===== config.mk =====
export PLATFORM = sky130hd
export DESIGN_NAME = stream_serializer_flat
export DESIGN_NICKNAME = d
export VERILOG_FILES = /design/src/rtl/stream_serializer_if.sv /design/src/rtl/stream_serializer.sv /design/src/flat_wrapper.sv
export SDC_FILE = /design/constraint.sdc
export NUM_CORES = 1
export LEC_CHECK = 0
export CORE_MARGIN = 3
export CORE_UTILIZATION = 44
export CTS_CLUSTER_SIZE = 8
export DETAILED_ROUTE_END_ITERATION = 16
export MAX_ROUTING_LAYER = met4
export PLACE_DENSITY = 0.74
export SKIP_LAST_GASP = 1
export SLEW_MARGIN = 20
export SYNTH_ARGS = -nofsm -noshare
export SYNTH_HDL_FRONTEND = slang
export SYNTH_SLANG_ARGS = --single-unit

===== constraint.sdc =====
create_clock -name clk -period 7.9 [get_ports clk]
set_input_delay 1.58 -clock clk [delete_from_list [all_inputs] [get_ports clk]]
set_output_delay 1.58 -clock clk [all_outputs]
set_load 0.005 [all_outputs]

===== src/rtl/stream_serializer_if.sv =====
`default_nettype none
// -----------------------------------------------------------------------------
// | Module   : stream_serializer_if                                           |
// | Purpose  : Vector-in / beat-out handshake bundle for stream_serializer.   |
// | Revision : 1.0                                                            |
// -----------------------------------------------------------------------------
interface stream_serializer_if #(
   parameter int SIZE  = 8,
   parameter int WIDTH = 16,
   parameter int LANES = 1
);
   localparam int LEN_W = $clog2(SIZE + 1);

   logic                        in_valid;
   logic                        in_ready;
   logic [SIZE-1:0][WIDTH-1:0]  in_data;
   logic [LEN_W-1:0]            in_len;
   logic                        out_valid;
   logic                        out_ready;
   logic [LANES-1:0][WIDTH-1:0] out_data;
   logic [LANES-1:0]            out_mask;
   logic                        out_last;

   modport master (
      output in_valid, in_data, in_len, out_ready,
      input  in_ready, out_valid, out_data, out_mask, out_last
   );

   modport slave (
      input  in_valid, in_data, in_len, out_ready,
      output in_ready, out_valid, out_data, out_mask, out_last
   );
endinterface
`default_nettype wire


===== src/rtl/stream_serializer.sv =====
`default_nettype none
// -----------------------------------------------------------------------------
// | Module   : stream_serializer                                              |
// | Purpose  : Accepts a vector of up to SIZE words and emits it LANES words  |
// |            per beat, lowest index first, with mask and last flag.         |
// | Option   : STREAM_SERIALIZER_PREFETCH_EN adds a one-deep holding register |
// |            so in_ready has no combinational path from out_ready.          |
// | Revision : 1.0                                                            |
// -----------------------------------------------------------------------------
module stream_serializer #(
   parameter int SIZE  = 8,
   parameter int WIDTH = 16,
   parameter int LANES = 1
) (
   input  wire logic          clk,
   input  wire logic          rst,
   stream_serializer_if.slave bus
);
   localparam int BEATS = SIZE / LANES;
   localparam int LEN_W = $clog2(SIZE + 1);

   typedef logic [SIZE-1:0][WIDTH-1:0]  vec_t;
   typedef logic [LANES-1:0][WIDTH-1:0] lanes_t;
   typedef logic [LANES-1:0]            mask_t;
   typedef logic [LEN_W-1:0]            len_t;
   typedef enum logic [0:0] {
      IDLE  = 1'b0,
      SHIFT = 1'b1
   } state_t;

   generate
      if (SIZE < 1 || LANES < 1 || LANES > SIZE || (LANES * BEATS) != SIZE) begin : g_bad_params
         $error("stream_serializer: LANES must lie in 1..SIZE and divide SIZE");
      end
   endgenerate

   state_t state_q;
   vec_t   vec_q;
   len_t   rem_q;
   logic   out_valid_q;
   logic   out_last_q;
   mask_t  out_mask_q;
   lanes_t out_data_q;

   len_t   in_len_eff;
   logic   in_fire;
   logic   out_fire;
   logic   load_en;
   vec_t   src_vec;
   len_t   src_len;
   vec_t   vec_d;
   len_t   rem_d;

`ifdef STREAM_SERIALIZER_PREFETCH_EN
   logic   hold_full_q;
   vec_t   hold_vec_q;
   len_t   hold_len_q;
`endif

   // rem counts words still to send, current beat included; lane i is live while i < rem.
   function automatic mask_t f_mask(input len_t rem);
      mask_t m;
      for (int i = 0; i < LANES; i++) begin
         m[i] = (rem > LEN_W'(i));
      end
      return m;
   endfunction

   function automatic lanes_t f_lanes(input vec_t vec, input len_t rem);
      lanes_t d;
      for (int i = 0; i < LANES; i++) begin
         d[i] = (rem > LEN_W'(i)) ? vec[i] : '0;
      end
      return d;
   endfunction

   assign in_fire  = bus.in_valid && bus.in_ready;
   assign out_fire = out_valid_q && bus.out_ready;

   always_comb begin
      in_len_eff = bus.in_len;
      if (bus.in_len == '0 || bus.in_len > LEN_W'(SIZE)) begin
         in_len_eff = LEN_W'(SIZE);
      end
   end

   // Select what the active register takes next: the following beat of the
   // current vector, or a fresh vector (parked one first when prefetching).
   always_comb begin
      src_vec = bus.in_data;
      src_len = in_len_eff;
      load_en = 1'b0;
`ifdef STREAM_SERIALIZER_PREFETCH_EN
      if (hold_full_q) begin
         src_vec = hold_vec_q;
         src_len = hold_len_q;
      end
      if (state_q == IDLE) begin
         load_en = in_fire;
      end else begin
         load_en = out_fire && (!out_last_q || hold_full_q || in_fire);
      end
`else
      if (state_q == IDLE) begin
         load_en = in_fire;
      end else begin
         load_en = out_fire && (!out_last_q || in_fire);
      end
`endif
      if (state_q == SHIFT && !out_last_q) begin
         vec_d = vec_q >> (LANES * WIDTH);
         rem_d = rem_q - LEN_W'(LANES);
      end else begin
         vec_d = src_vec;
         rem_d = src_len;
      end
   end

   always_ff @(posedge clk) begin
      if (rst) begin
         state_q     <= IDLE;
         rem_q       <= '0;
         out_valid_q <= 1'b0;
         out_last_q  <= 1'b0;
         out_mask_q  <= '0;
`ifdef STREAM_SERIALIZER_PREFETCH_EN
         hold_full_q <= 1'b0;
`endif
      end else begin
         if (load_en) begin
            state_q     <= SHIFT;
            vec_q       <= vec_d;
            rem_q       <= rem_d;
            out_valid_q <= 1'b1;
            out_last_q  <= (rem_d <= LEN_W'(LANES));
            out_mask_q  <= f_mask(rem_d);
            out_data_q  <= f_lanes(vec_d, rem_d);
         end else if (out_fire) begin
            state_q     <= IDLE;
            rem_q       <= '0;
            out_valid_q <= 1'b0;
            out_last_q  <= 1'b0;
            out_mask_q  <= '0;
         end
`ifdef STREAM_SERIALIZER_PREFETCH_EN
         if (out_fire && out_last_q && hold_full_q) begin
            hold_full_q <= 1'b0;
         end else if (in_fire && state_q == SHIFT && !(out_fire && out_last_q)) begin
            hold_full_q <= 1'b1;
            hold_vec_q  <= bus.in_data;
            hold_len_q  <= in_len_eff;
         end
`endif
      end
   end

`ifdef STREAM_SERIALIZER_PREFETCH_EN
   assign bus.in_ready = !hold_full_q;
`else
   assign bus.in_ready = (state_q == IDLE) || (out_fire && out_last_q);
`endif

   assign bus.out_valid = out_valid_q;
   assign bus.out_last  = out_last_q;
   assign bus.out_mask  = out_mask_q;
   assign bus.out_data  = out_data_q;
endmodule
`default_nettype wire


===== src/flat_wrapper.sv =====
// flat-port wrapper written by rule: the top's interface ports become plain ports
module stream_serializer_flat 
#(
   parameter int SIZE  = 8,
   parameter int WIDTH = 16,
   parameter int LANES = 1
)
  (clk, rst, bus_in_valid, bus_in_data, bus_in_len, bus_out_ready, bus_in_ready, bus_out_valid, bus_out_data, bus_out_mask, bus_out_last);
  stream_serializer_if #(.SIZE(SIZE), .WIDTH(WIDTH), .LANES(LANES)) bus_i ();
  input  wire logic clk;
  input  wire logic rst;
  input wire logic [$bits(bus_i.in_valid)-1:0] bus_in_valid;
  input wire logic [$bits(bus_i.in_data)-1:0] bus_in_data;
  input wire logic [$bits(bus_i.in_len)-1:0] bus_in_len;
  input wire logic [$bits(bus_i.out_ready)-1:0] bus_out_ready;
  output wire logic [$bits(bus_i.in_ready)-1:0] bus_in_ready;
  output wire logic [$bits(bus_i.out_valid)-1:0] bus_out_valid;
  output wire logic [$bits(bus_i.out_data)-1:0] bus_out_data;
  output wire logic [$bits(bus_i.out_mask)-1:0] bus_out_mask;
  output wire logic [$bits(bus_i.out_last)-1:0] bus_out_last;
  assign bus_i.in_valid = bus_in_valid;
  assign bus_i.in_data = bus_in_data;
  assign bus_i.in_len = bus_in_len;
  assign bus_i.out_ready = bus_out_ready;
  assign bus_in_ready = bus_i.in_ready;
  assign bus_out_valid = bus_i.out_valid;
  assign bus_out_data = bus_i.out_data;
  assign bus_out_mask = bus_i.out_mask;
  assign bus_out_last = bus_i.out_last;
  stream_serializer #(.SIZE(SIZE), .WIDTH(WIDTH), .LANES(LANES)) u_core (.clk(clk), .rst(rst), .bus(bus_i));
endmodule

Yosys cells after proc, flatten, opt, wreduce, memory -nomap -nowiden
Index checks and enable logic that the tools add are counted.
{ "totals": {"output_inout_bits": 20, "input_bits": 136, "reg_bits": 135, "word_cells": 40} }
{ "op_classes": {"reduce_logical": 12, "muxes": 10, "n_lt_le_gt_ge": 3, "n_bitwise": 2, "n_addsub": 1} }
{ "op_table": {"columns": ["cell", "n"], "rows": [
  ["$mux W112", 1],
  ["$mux W4", 4],
  ["$logic_and A1 B1 Y1", 5],
  ["$mux W1", 5],
  ["$gt A4 B1 Y1 const B", 1],
  ["$gt A4 B4 Y1 const B", 1],
  ["$le A4 B1 Y1 const B", 1],
  ["$logic_not A4 Y1", 1],
  ["$sub A4 B1 Y4 const B", 1],
  ["$logic_or A1 B1 Y1", 3],
  ["$not A1 Y1", 2],
  ["$reduce_and A2 Y1", 1],
  ["$reduce_bool A2 Y1", 1],
  ["$logic_not A1 Y1", 1]
]} }

Longest topological paths before layout
Gate-level depths: netlist of the first run.
{ "depth": {"ltp_word": 8, "depth_mapped": 9} }

Least setup slack after synthesis of the first run
OpenSTA, ideal clock, no wires.
{ "synth_timing": {"path_type": "input to register", "from": "input port bus_out_ready", "to": "register u_core.rem_q[0]", "path_slack_ns": 2.960, "path_stages": 4, "setup_time_ns": 0.074, "arrival_ns": 4.867, "n_path_buf": 0, "path_cell_list": "nor2b_1 a211o_1 inv_1 a22o_1"} }
{ "synth_between": {"elab_chain_len": 8, "word_cells_on_any_way": 9} }
{ "synth_lines": {"columns": ["item", "line_no", "rtl"], "rows": [
  ["start: declaration", "flat_wrapper.sv:15", "input wire logic [$bits(bus_i.out_ready)-1:0] bus_out_ready;"],
  ["$logic_and A1 B1 Y1 *", "stream_serializer.sv:78", "assign out_fire = out_valid_q && bus.out_ready;"],
  ["$logic_and A1 B1 Y1", "stream_serializer.sv:160", "assign bus.in_ready = (state_q == IDLE) || (out_fire && out_last_q);"],
  ["$logic_or A1 B1 Y1", "stream_serializer.sv:160", null],
  ["$logic_and A1 B1 Y1", "stream_serializer.sv:77", "assign in_fire = bus.in_valid && bus.in_ready;"],
  ["$logic_or A1 B1 Y1", "stream_serializer.sv:107", "load_en = out_fire && (!out_last_q || in_fire);"],
  ["$logic_and A1 B1 Y1", "stream_serializer.sv:107", null],
  ["$mux W1", "stream_serializer.sv:104", "if (state_q == IDLE) begin"],
  ["$mux W4 / $reduce_bool A2 Y1 (equally long branches)", null, null],
  ["end signal: assignment", "stream_serializer.sv:133", "rem_q <= rem_d;"],
  ["end: declaration", "stream_serializer.sv:39", "len_t rem_q;"]
]} }
Every way passes the cells marked *; elsewhere a longest branch is shown, timed or not.
A chain may end at the register's enable or synchronous reset.

Final worst setup path of the first run
{ "layout_timing": {"from": "input port bus_out_ready", "to": "output port bus_in_ready"} }
{ "layout_between": {"elab_chain_len": 3} }
{ "layout_lines": {"columns": ["item", "line_no", "rtl"], "rows": [
  ["$logic_and A1 B1 Y1", "stream_serializer.sv:78", null],
  ["$logic_and A1 B1 Y1", "stream_serializer.sv:160", null],
  ["$logic_or A1 B1 Y1", "stream_serializer.sv:160", null],
  ["end: declaration", "flat_wrapper.sv:16", "output wire logic [$bits(bus_i.in_ready)-1:0] bus_in_ready;"]
]} }
Every way passes these cells.

==> results of run 1 <==
[area by class of cell]
class	instances	area, sq um
clock buffers	24	452
clock inverters	7	55.1
fillers	1020	4780
inverters	5	26.3
multi-input cells	394	1700
flip-flops and latches	135	3980
well taps	172	215
repair buffers	157	1570
[cell usage in the layout (no fill, tap or decap), types with 2 or more instances in the layout]
| cell | Yosys | final |
|---|---|---|
| clkinv_1 | 0 | 4 |
| clkinv_2 | 0 | 2 |
| nor3_2 | 2 | 2 |
| clkbuf_1 | 15 | 7 |
| nand3b_1 | 2 | 2 |
| buf_4 | 0 | 2 |
| nand2_1 | 325 | 325 |
| o21ai_0 | 7 | 7 |
| inv_1 | 5 | 4 |
| a21oi_1 | 7 | 7 |
| a21oi_2 | 10 | 10 |
| dfxtp_1 | 7 | 7 |
| a22o_1 | 2 | 2 |
| clkdlybuf4s50_1 | 0 | 155 |
| and2_1 | 16 | 16 |
| edfxtp_1 | 128 | 128 |
| nor2_1 | 6 | 6 |
| clkbuf_16 | 0 | 17 |
| nor3_1 | 2 | 2 |
[state kept, by name, summed over array words and instances (netlist names)]
register and flops:
u_core.vec_q 112, u_core.bus.out_data 16, u_core.rem_q 4, u_core.bus.out_last 1
u_core.bus.out_mask 1, u_core.state_q 1
[worst max-delay path: cells and delay by family]
kind,cells,cell delay (ns)
buffers and inverters,2,1.02
and+or+nand+nor,2,0.16
[cell usage after synthesis (all sizes together)]
cell type	n
nand2	325
edfxtp	128
a21oi	17
and2	16
buf	15
clkbuf	15
dfxtp	7
o21ai	7
nor2	6
inv	5
nor3	4
a22o	2
nand3b	2
nor2b	2
a211o	1
a2bb2oi	1
a31oi	1
a32oi	1
and2b	1
ha	1
nand2b	1
nand3	1
nor4	1
o211ai	1
o31a	1
o31ai	1
xnor2	1
[power by group through the flow]
stage	sequential, W	clock [W]	combinational [W]
detailed placement	0.000891	0	0.000238
CTS	0.000877	0.000700	0.000239
finish	0.000877	0.000687	0.000236
global placement	0.000888	0	0.000231
global route	0.000881	0.000730	0.000267
floorplan	0.000891	0	0.000127
[per-stage QoR]
stage	cell area [sq um]	cells	hold WS (ns)	total power, W	util
after floorplan	5830	564	0.448	0.00102	-
after global placement	7490	863	0.450	0.00112	0.586
after detailed placement	7490	863	0.452	0.00113	0.586
after CTS	8000	894	0.473	0.00182	0.626
after global routing	8000	894	0.506	0.00188	0.626
final	8000	894	0.472	0.00180	0.626
[cells by family (layout without fill, tap and decap cells)]
| kind of cell | after synthesis | count (layout) | synth area share |
|---|---|---|---|
| compound gates | 33 | 33 | 0.0408 |
| xor+xnor | 1 | 1 | 0.00150 |
| fa+ha+maj | 1 | 1 | 0.00215 |
| buf+inv | 35 | 193 | 0.0279 |
| flops | 135 | 135 | 0.683 |
| simple gates | 359 | 359 | 0.244 |
[path summary, 6_finish.rpt]
path / startpoint / to / slack, ns / cells after the start
max: bus_out_ready / bus_in_ready / 3.56 / 4
max reg2reg: u_core.state_q / u_core.bus.out_data[2] / 4.39 / 6
min reg2reg: u_core.bus.out_mask / u_core.bus.out_mask / 0.47 / 2
min: u_core.bus.out_mask / u_core.bus.out_mask / 0.47 / 2
[metal layers]
layer | global-route usage | up-vias | share of wire
li1 | - | 2148 | -
met1 | 0.219 | 1928 | 0.43
met2 | 0.266 | 149 | 0.49
met3 | 0.0541 | 10 | 0.076
met4 | 0.0666 | 0 | 0.0074
met5 | - | - | 0
==> metrics.cfg, run 1 <==
[cts]
clkTransAtPathRegs_ns=0.05
clock-sinks=135
hold_buffers=0
cts_max_path_buffers=2
clock_latency_ns=0.41
cts_resized=0
cts_tree=yes
cts_buffers=17
postCtsSetupBuffers=0
h-tree-depth=4
clock_tree.root_cell=clkbuf_16

[yosys]
synthDistinctLibCells=32
synth_area_leaders=edfxtp_1 (66%), nand2_1 (21%), dfxtp_1 (2.4%)
syn_inst=564
yosysWarnings=0
synth_nets=701
syn_area_per_cell_sq_um=10.3
synth_top_area_frac=0.659
yosysTopAreaCell=edfxtp_1
synth_seq_area_share=0.683
ys_seq_elements=135
syn_area_sq_um=5830

[placed_design]
place.gp.congestion=0.875
dp_hpwl_mm=7.91
port_buffers=155
place_ws_ns=3.57

[floorplan]
die_area_sq_um=14700
core_area_sq_um=12800
io_pins=156
placementRows=41
die_h_um=121
die_x_um=121
start_util=0.456

[detailed_routing]
drt_first_pass_iters=5
drtIter0Drc=364
routed_via_density=4.74
drt-total-wl_mm=12.1
drc=0
route.antenna.remaining_nets=0
post_drt_wl_per_cell_um=13.5
vias=4235

[pwr]
seqPwrFrac=0.487
switching_share=0.221
max-vdd-ir-drop_uv=131
p_int_w=0.00140
p_switching_w=0.000397
pwr-share-comb=0.131
p_leak_nw=3.21
clockPowerShare=0.382
p_per_area_nw_per_um2=225

[timing]
setup_viol=0
rsz0062_at_grt=no
hold_viol=0
max_freq_mhz=230
slew_violations=0
finalCriticalPeriod_ns=4.34
relSlewSlack=0.422
finalSetupTns_ns=0
skew_ns=0.00696
timing_worst_slew_pin_value_ns=0.866
layout_setup_ws_ns=3.56
post-route-period-util=0.549

[global_routing]
grt_usage=0.174
antenna_found_initial=0
grt_pass1_vias=4220
grt_overflow_total=0
grt_start_max_net_pins=131
grt_pass1_wl_mm=19.5

[setup_path]
crit_slowest_cell=clkdlybuf4s50_1
arrival_ns=2.76
max_stage_delay_ns=0.51
worstPathRequired_ns=6.32
worst_setup_path_end_kind=output pin
crit_fanout=3
crit_path_cell_trace=clkdlybuf4s50_1, nand2_1, nand2_1, clkdlybuf4s50_1
crit_type=in -> out
start_kind=primary input

[outcome]
status=complete, no violations

[worst_hold_path]
hp-class=reg -> reg

[cells_and_area]
drive_above_1_share=0.0526
area_delta_synth_final_pct=37.2
diodes=0
nets=847

[job]
drv_cap=0

Note: power is estimated with default switching activity, not from simulation.
==> run 2: changes to the inputs <==
==> constraint.sdc (replaced) <==
create_clock -name clk -period 4.1 [get_ports clk]
set_input_delay 0.82 -clock clk [delete_from_list [all_inputs] [get_ports clk]]
set_output_delay 0.82 -clock clk [all_outputs]
set_load 0.005 [all_outputs]
==> metrics.cfg, run 2 (synthesis results as in run 1) <==
[outcome]
status=complete, no violations

[setup_path]
max_stage_delay_ns=0.52  ; about the same
crit_fanout=3  ; unchanged
r2r-end=u_core.vec_q[69]
crit_slowest_cell=clkdlybuf4s50_1
worstPathRequired_ns=3.28  ; -3.04 ns
rr_startpoint=u_core.state_q
r2r_cells=4  ; -2
start_kind=primary input
crit_type=in -> out
crit_path_cell_trace=clkdlybuf4s50_1, nand2_1, nand2_1, clkdlybuf4s50_1
arrival_ns=2.00  ; -0.76 ns
reg2reg_slack_ns=1.41  ; -2.98 ns
worst_setup_path_end_kind=output pin

[global_routing]
grt_use_met1=0.215  ; -0.00415
grt_start_max_net_pins=114  ; -13%
top_usage_layer=met2
grt_usage=0.177  ; +0.00264
grt_pass1_vias=4205  ; -0.36%
grt_overflow_total=0  ; unchanged
grt_pass1_wl_mm=19.7  ; +1.3%
antenna_found_initial=0  ; unchanged
use_met2=0.288  ; +0.0215
grtUsageMet3=0.0522  ; -0.00186

[timing]
post-route-period-util=0.688
max_freq_mhz=354
relSlewSlack=0.410  ; -0.0114
setup_viol=0  ; unchanged
finalCriticalPeriod_ns=2.82
hold_viol=0  ; unchanged
slew_violations=0  ; unchanged
rsz0062_at_grt=no
skew_ns=0.00757  ; +0.000608 ns
timing_worst_slew_pin_value_ns=0.885  ; +0.0190 ns
finalSetupTns_ns=0  ; unchanged

[pwr]
p_switching_w=0.000822  ; +110%
p_int_w=0.00284  ; +100%
clockPowerShare=0.411  ; +0.029
p_per_area_nw_per_um2=452  ; +100%
p_leak_nw=3.25  ; +1.0%
switching_share=0.225  ; +0.00379
seqPwrFrac=0.462  ; -0.025
pwr-share-comb=0.127  ; -0.004
max-vdd-ir-drop_uv=240  ; +84%

[cells_and_area]
area_delta_synth_final_pct=38.8
nets=849  ; +0.24%
fill_cells=990  ; -2.9%
diodes=0  ; unchanged
drive_above_1_share=0.0662  ; +0.0136
utilization=0.634  ; +0.00754
final_cell_mix=nand2_1 (325), clkdlybuf4s50_1 (155), edfxtp_1 (128)
layout_commonest_cell=nand2_1
largest_reg_flops=112  ; unchanged
regMostFlops=u_core.vec_q
multi_input_area_sq_um=1700  ; unchanged
regArea_sq_um=3980  ; unchanged

[detailed_routing]
drc=0  ; unchanged
post_drt_wl_per_cell_um=14.2  ; +5.2%
drt_first_pass_iters=5  ; unchanged
drt-total-wl_mm=12.7  ; +5.6%
routed_via_density=4.82  ; +1.8%
vias=4324  ; +2.1%
drtIter0Drc=406  ; +12%
route.antenna.remaining_nets=0  ; unchanged

[cts]
postCtsSetupBuffers=0  ; unchanged
cts_tree=yes
cts_buffers=17  ; unchanged
h-tree-depth=4  ; unchanged
hold_buffers=0  ; unchanged
cts_max_path_buffers=2  ; unchanged
clkTransAtPathRegs_ns=0.06  ; about the same
clock_tree.root_cell=clkbuf_16
clock-sinks=135  ; unchanged
clock_latency_ns=0.41  ; about the same
cts_resized=0  ; unchanged

[worst_hold_path]
min_from=u_core.rem_q[3]
hp-class=reg -> reg
min_delay_path_depth=2  ; unchanged
hold_end=u_core.rem_q[3]

[floorplan]
die_h_um=121  ; unchanged
die_x_um=121  ; unchanged
die_area_sq_um=14700  ; unchanged
start_util=0.456  ; unchanged
core_area_sq_um=12800  ; unchanged
placementRows=41  ; unchanged
io_pins=156  ; unchanged

[placed_design]
dp_hpwl_mm=8.42  ; +6.5%
port_buffers=155  ; unchanged
place.gp.congestion=0.844  ; -3.6%

[job]
drv_cap=0  ; unchanged

-- run 2: cell count changes in the layout (fill, tap and decap cells not counted), sizes merged --
cell	previous run	this run
clkinv	6	5
buf	2	4
clkinvlp	0	5
clkbuf	24	19
bufinv	1	3
-- run 2: worst max-delay path by stage --
stage,from,end,slack (ns),depth (start not counted)
detailed placement,bus_out_ready,u_core.vec_q[57],1.11,5
finish,bus_out_ready,bus_in_ready,1.28,4
global route,u_core.bus.out_last,u_core.bus.out_data[2],1.15,5
floorplan,bus_out_ready,u_core.bus.out_data[0],0.60,3
CTS,bus_out_ready,bus_in_ready,1.27,4
global placement,bus_out_ready,u_core.vec_q[23],1.19,5
-- run 2: through the flow --
| stage | setup WS, ns | cell area, sq um | std cells | hold slack [ns] | total power [W] |
|---|---|---|---|---|---|
| floorplan | 0.599 | 5830 | 564 | 0.448 | 0.00196 |
| global placement | 1.19 | 7500 | 865 | 0.452 | 0.00216 |
| detailed placement | 1.11 | 7500 | 865 | 0.480 | 0.00218 |
| CTS | 1.27 | 8090 | 897 | 0.487 | 0.00369 |
| global route | 1.15 | 8090 | 897 | 0.505 | 0.00379 |
| finish | 1.28 | 8090 | 897 | 0.497 | 0.00366 |
-- run 2: power groups by stage --
stage,clock [W],sequential [W],combinational (W)
after floorplan,0,0.00171,0.000245
after global placement,0,0.00171,0.000449
after detailed placement,0,0.00172,0.000467
after CTS,0.00153,0.00169,0.000470
after global routing,0.00158,0.00170,0.000519
final,0.00150,0.00169,0.000465
-- run 2: layout make-up --
type,instances,share of cell area
inverters,5,0.00278
clock buffers,19,0.0535
well taps,172,0.0266
multi-input cells,394,0.210
repair buffers,159,0.196
clock inverters,13,0.0192
flip-flops and latches,135,0.492
-- run 2: critical path: cells and delay by family --
family | cells | cell delay, ns
simple gates | 2 | 0.17
buf+inv | 2 | 1.02
-- run 2: layer usage --
| layer | wire length (um) | vias to the layer above |
|---|---|---|
| li1 | - | 2155 |
| met1 | 5300 | 1984 |
| met2 | 6350 | 172 |
| met3 | 961 | 13 |
| met4 | 125 | 0 |
| met5 | 0 | - |
==> run 3: changes to the inputs <==
==> constraint.sdc (replaced) <==
create_clock -name clk -period 2.6 [get_ports clk]
set_input_delay 0.52 -clock clk [delete_from_list [all_inputs] [get_ports clk]]
set_output_delay 0.52 -clock clk [all_outputs]
set_load 0.005 [all_outputs]
==> metrics.cfg, run 3 (synthesis results as in run 1) <==
[outcome]
status=complete, no violations

[detailed_routing]
drc=0  ; unchanged
drt-total-wl_mm=12.2  ; -4.0%
route.antenna.remaining_nets=0  ; unchanged
wl_met1_mm=5.17  ; -2.5%
vias=4246  ; -1.8%
drtIter0Drc=300  ; -26%
wl_met2_mm=5.95  ; -6.2%
wl_met3_um=968  ; +0.73%
post_drt_wl_per_cell_um=13.6  ; -4.4%
top_layer=met4
routed_via_density=4.72  ; -2.1%
drt_first_pass_iters=4  ; -1

[setup_path]
path_delay_family=buffers and inverters
crit_type=in -> out
crit_path_cell_trace=clkdlybuf4s50_1, nand2_1, nand2_1, clkdlybuf4s50_1
max_stage_delay_ns=0.56  ; +0.04 ns
worstPathRequired_ns=2.08  ; -1.20 ns
arrival_ns=1.77  ; -0.23 ns
cp_num_buf_inv=2  ; unchanged
reg2reg_slack_ns=0.54  ; -0.87 ns
crit_slowest_cell=clkdlybuf4s50_1
crit_fanout=3  ; unchanged
start_kind=primary input
worst_setup_path_end_kind=output pin

[cts]
clock_latency_ns=0.41  ; about the same
cts_tree=yes
cts_resized=0  ; unchanged
hold_buffers=0  ; unchanged
clkTransAtPathRegs_ns=0.06  ; about the same
postCtsSetupBuffers=0  ; unchanged
cts_max_path_buffers=2  ; unchanged
clock_tree.root_cell=clkbuf_16
cts_buffers=17  ; unchanged
h-tree-depth=4  ; unchanged
clock-sinks=135  ; unchanged

[floorplan]
io_pins=156  ; unchanged
placementRows=41  ; unchanged
die_area_sq_um=14700  ; unchanged
core_area_sq_um=12800  ; unchanged
die_x_um=121  ; unchanged
start_util=0.456  ; unchanged
die_h_um=121  ; unchanged

[cells_and_area]
layout_commonest_cell=nand2_1
area_delta_synth_final_pct=39.5
drive_above_1_share=0.0755  ; +0.00934
multi_input_area_sq_um=1710  ; +0.44%
diodes=0  ; unchanged
utilization=0.637  ; +0.00323
fill_cells=973  ; -1.7%
regArea_sq_um=3990  ; about the same
final_cell_mix=nand2_1 (325), clkdlybuf4s50_1 (155), edfxtp_1 (128)
regMostFlops=u_core.vec_q
nets=852  ; +0.35%
largest_reg_flops=112  ; unchanged

[global_routing]
grt_pass1_vias=4254  ; +1.2%
grt_pass1_wl_mm=19.5  ; -1.3%
antenna_found_initial=0  ; unchanged
grt_start_max_net_pins=70  ; -39%
grt_overflow_total=0  ; unchanged
grt_usage=0.175  ; -0.00224

[timing]
max_freq_mhz=437
finalCriticalPeriod_ns=2.29
timing_worst_slew_pin_value_ns=0.653  ; -0.231 ns
relSlewSlack=0.564  ; +0.154
rsz0062_at_grt=no
slew_violations=0  ; unchanged
setup_viol=0  ; unchanged
hold_viol=0  ; unchanged
skew_ns=0.00954  ; +0.00197 ns
post-route-period-util=0.881

[pwr]
max-vdd-ir-drop_uv=358  ; +49%
power_w=0.00571  ; +56%
p_leak_nw=3.27  ; +0.67%
p_per_area_nw_per_um2=702  ; +55%

[placed_design]
dp_hpwl_mm=8.31  ; -1.3%
place.gp.congestion=0.845  ; about the same
port_buffers=155  ; unchanged

[job]
drv_cap=0  ; unchanged

[worst_hold_path]
hp-class=reg -> reg

[run 3: changes by cell type in the layout (fill, tap and decap cells not counted), sizes merged]
cell | before | now
buf | 4 | 7
clkbuf | 19 | 17
bufinv | 3 | 2
inv | 5 | 8
[run 3: final cells by class]
cell class	instances	share of cell area
well taps	172	0.0265
multi-input cells	394	0.210
inverters	5	0.00277
clock inverters	15	0.0186
repair buffers	162	0.200
clock buffers	17	0.0523
flip-flops and latches	135	0.490
[run 3: worst min-delay path, stage by stage, from the launching register on]
cell and delay (ns):
dfxtp_1 0.33, nand2_1 0.05, o21ai_0 0.07
[run 3: through the flow]
stage | instances | worst slack [ns] | cell area, sq um | TNS, ns | hold WS [ns]
after CTS | 900 | 0.319 | 8140 | 0 | 0.489
final | 900 | 0.309 | 8140 | 0 | 0.482
after floorplan | 564 | -0.527 | 5850 | -68.42 | 0.448
after detailed placement | 868 | 0.253 | 7560 | 0 | 0.476
after global placement | 868 | 0.334 | 7560 | 0 | 0.453
after global routing | 900 | 0.256 | 8140 | 0 | 0.516
[run 3: report_power, final]
group | leakage, nW | internal [W] | total, W | switching, W
Combinational | 1.72 | 0.000372 | 0.000738 | 0.000365
Clock | 0.272 | 0.00141 | 0.00232 | 0.000903
Sequential | 1.28 | 0.00261 | 0.00266 | 0.0000495
Total | 3.27 | 0.00439 | 0.00571 | 0.00132
[run 3: path summary, 6_finish.rpt]
check,start,end,cells after the start
worst max register to register,u_core.state_q,u_core.vec_q[73],4
worst min-delay path,u_core.bus.out_mask,u_core.bus.out_mask,2
worst min register to register,u_core.bus.out_mask,u_core.bus.out_mask,2
worst max-delay path,bus_out_ready,bus_in_ready,4
[run 3: metal layers]
| metal | vias up | global-route usage |
|---|---|---|
| li1 | 2159 | - |
| met1 | 1927 | 0.213 |
| met2 | 149 | 0.276 |
| met3 | 11 | 0.0499 |
| met4 | 0 | 0.0701 |
| met5 | - | - |
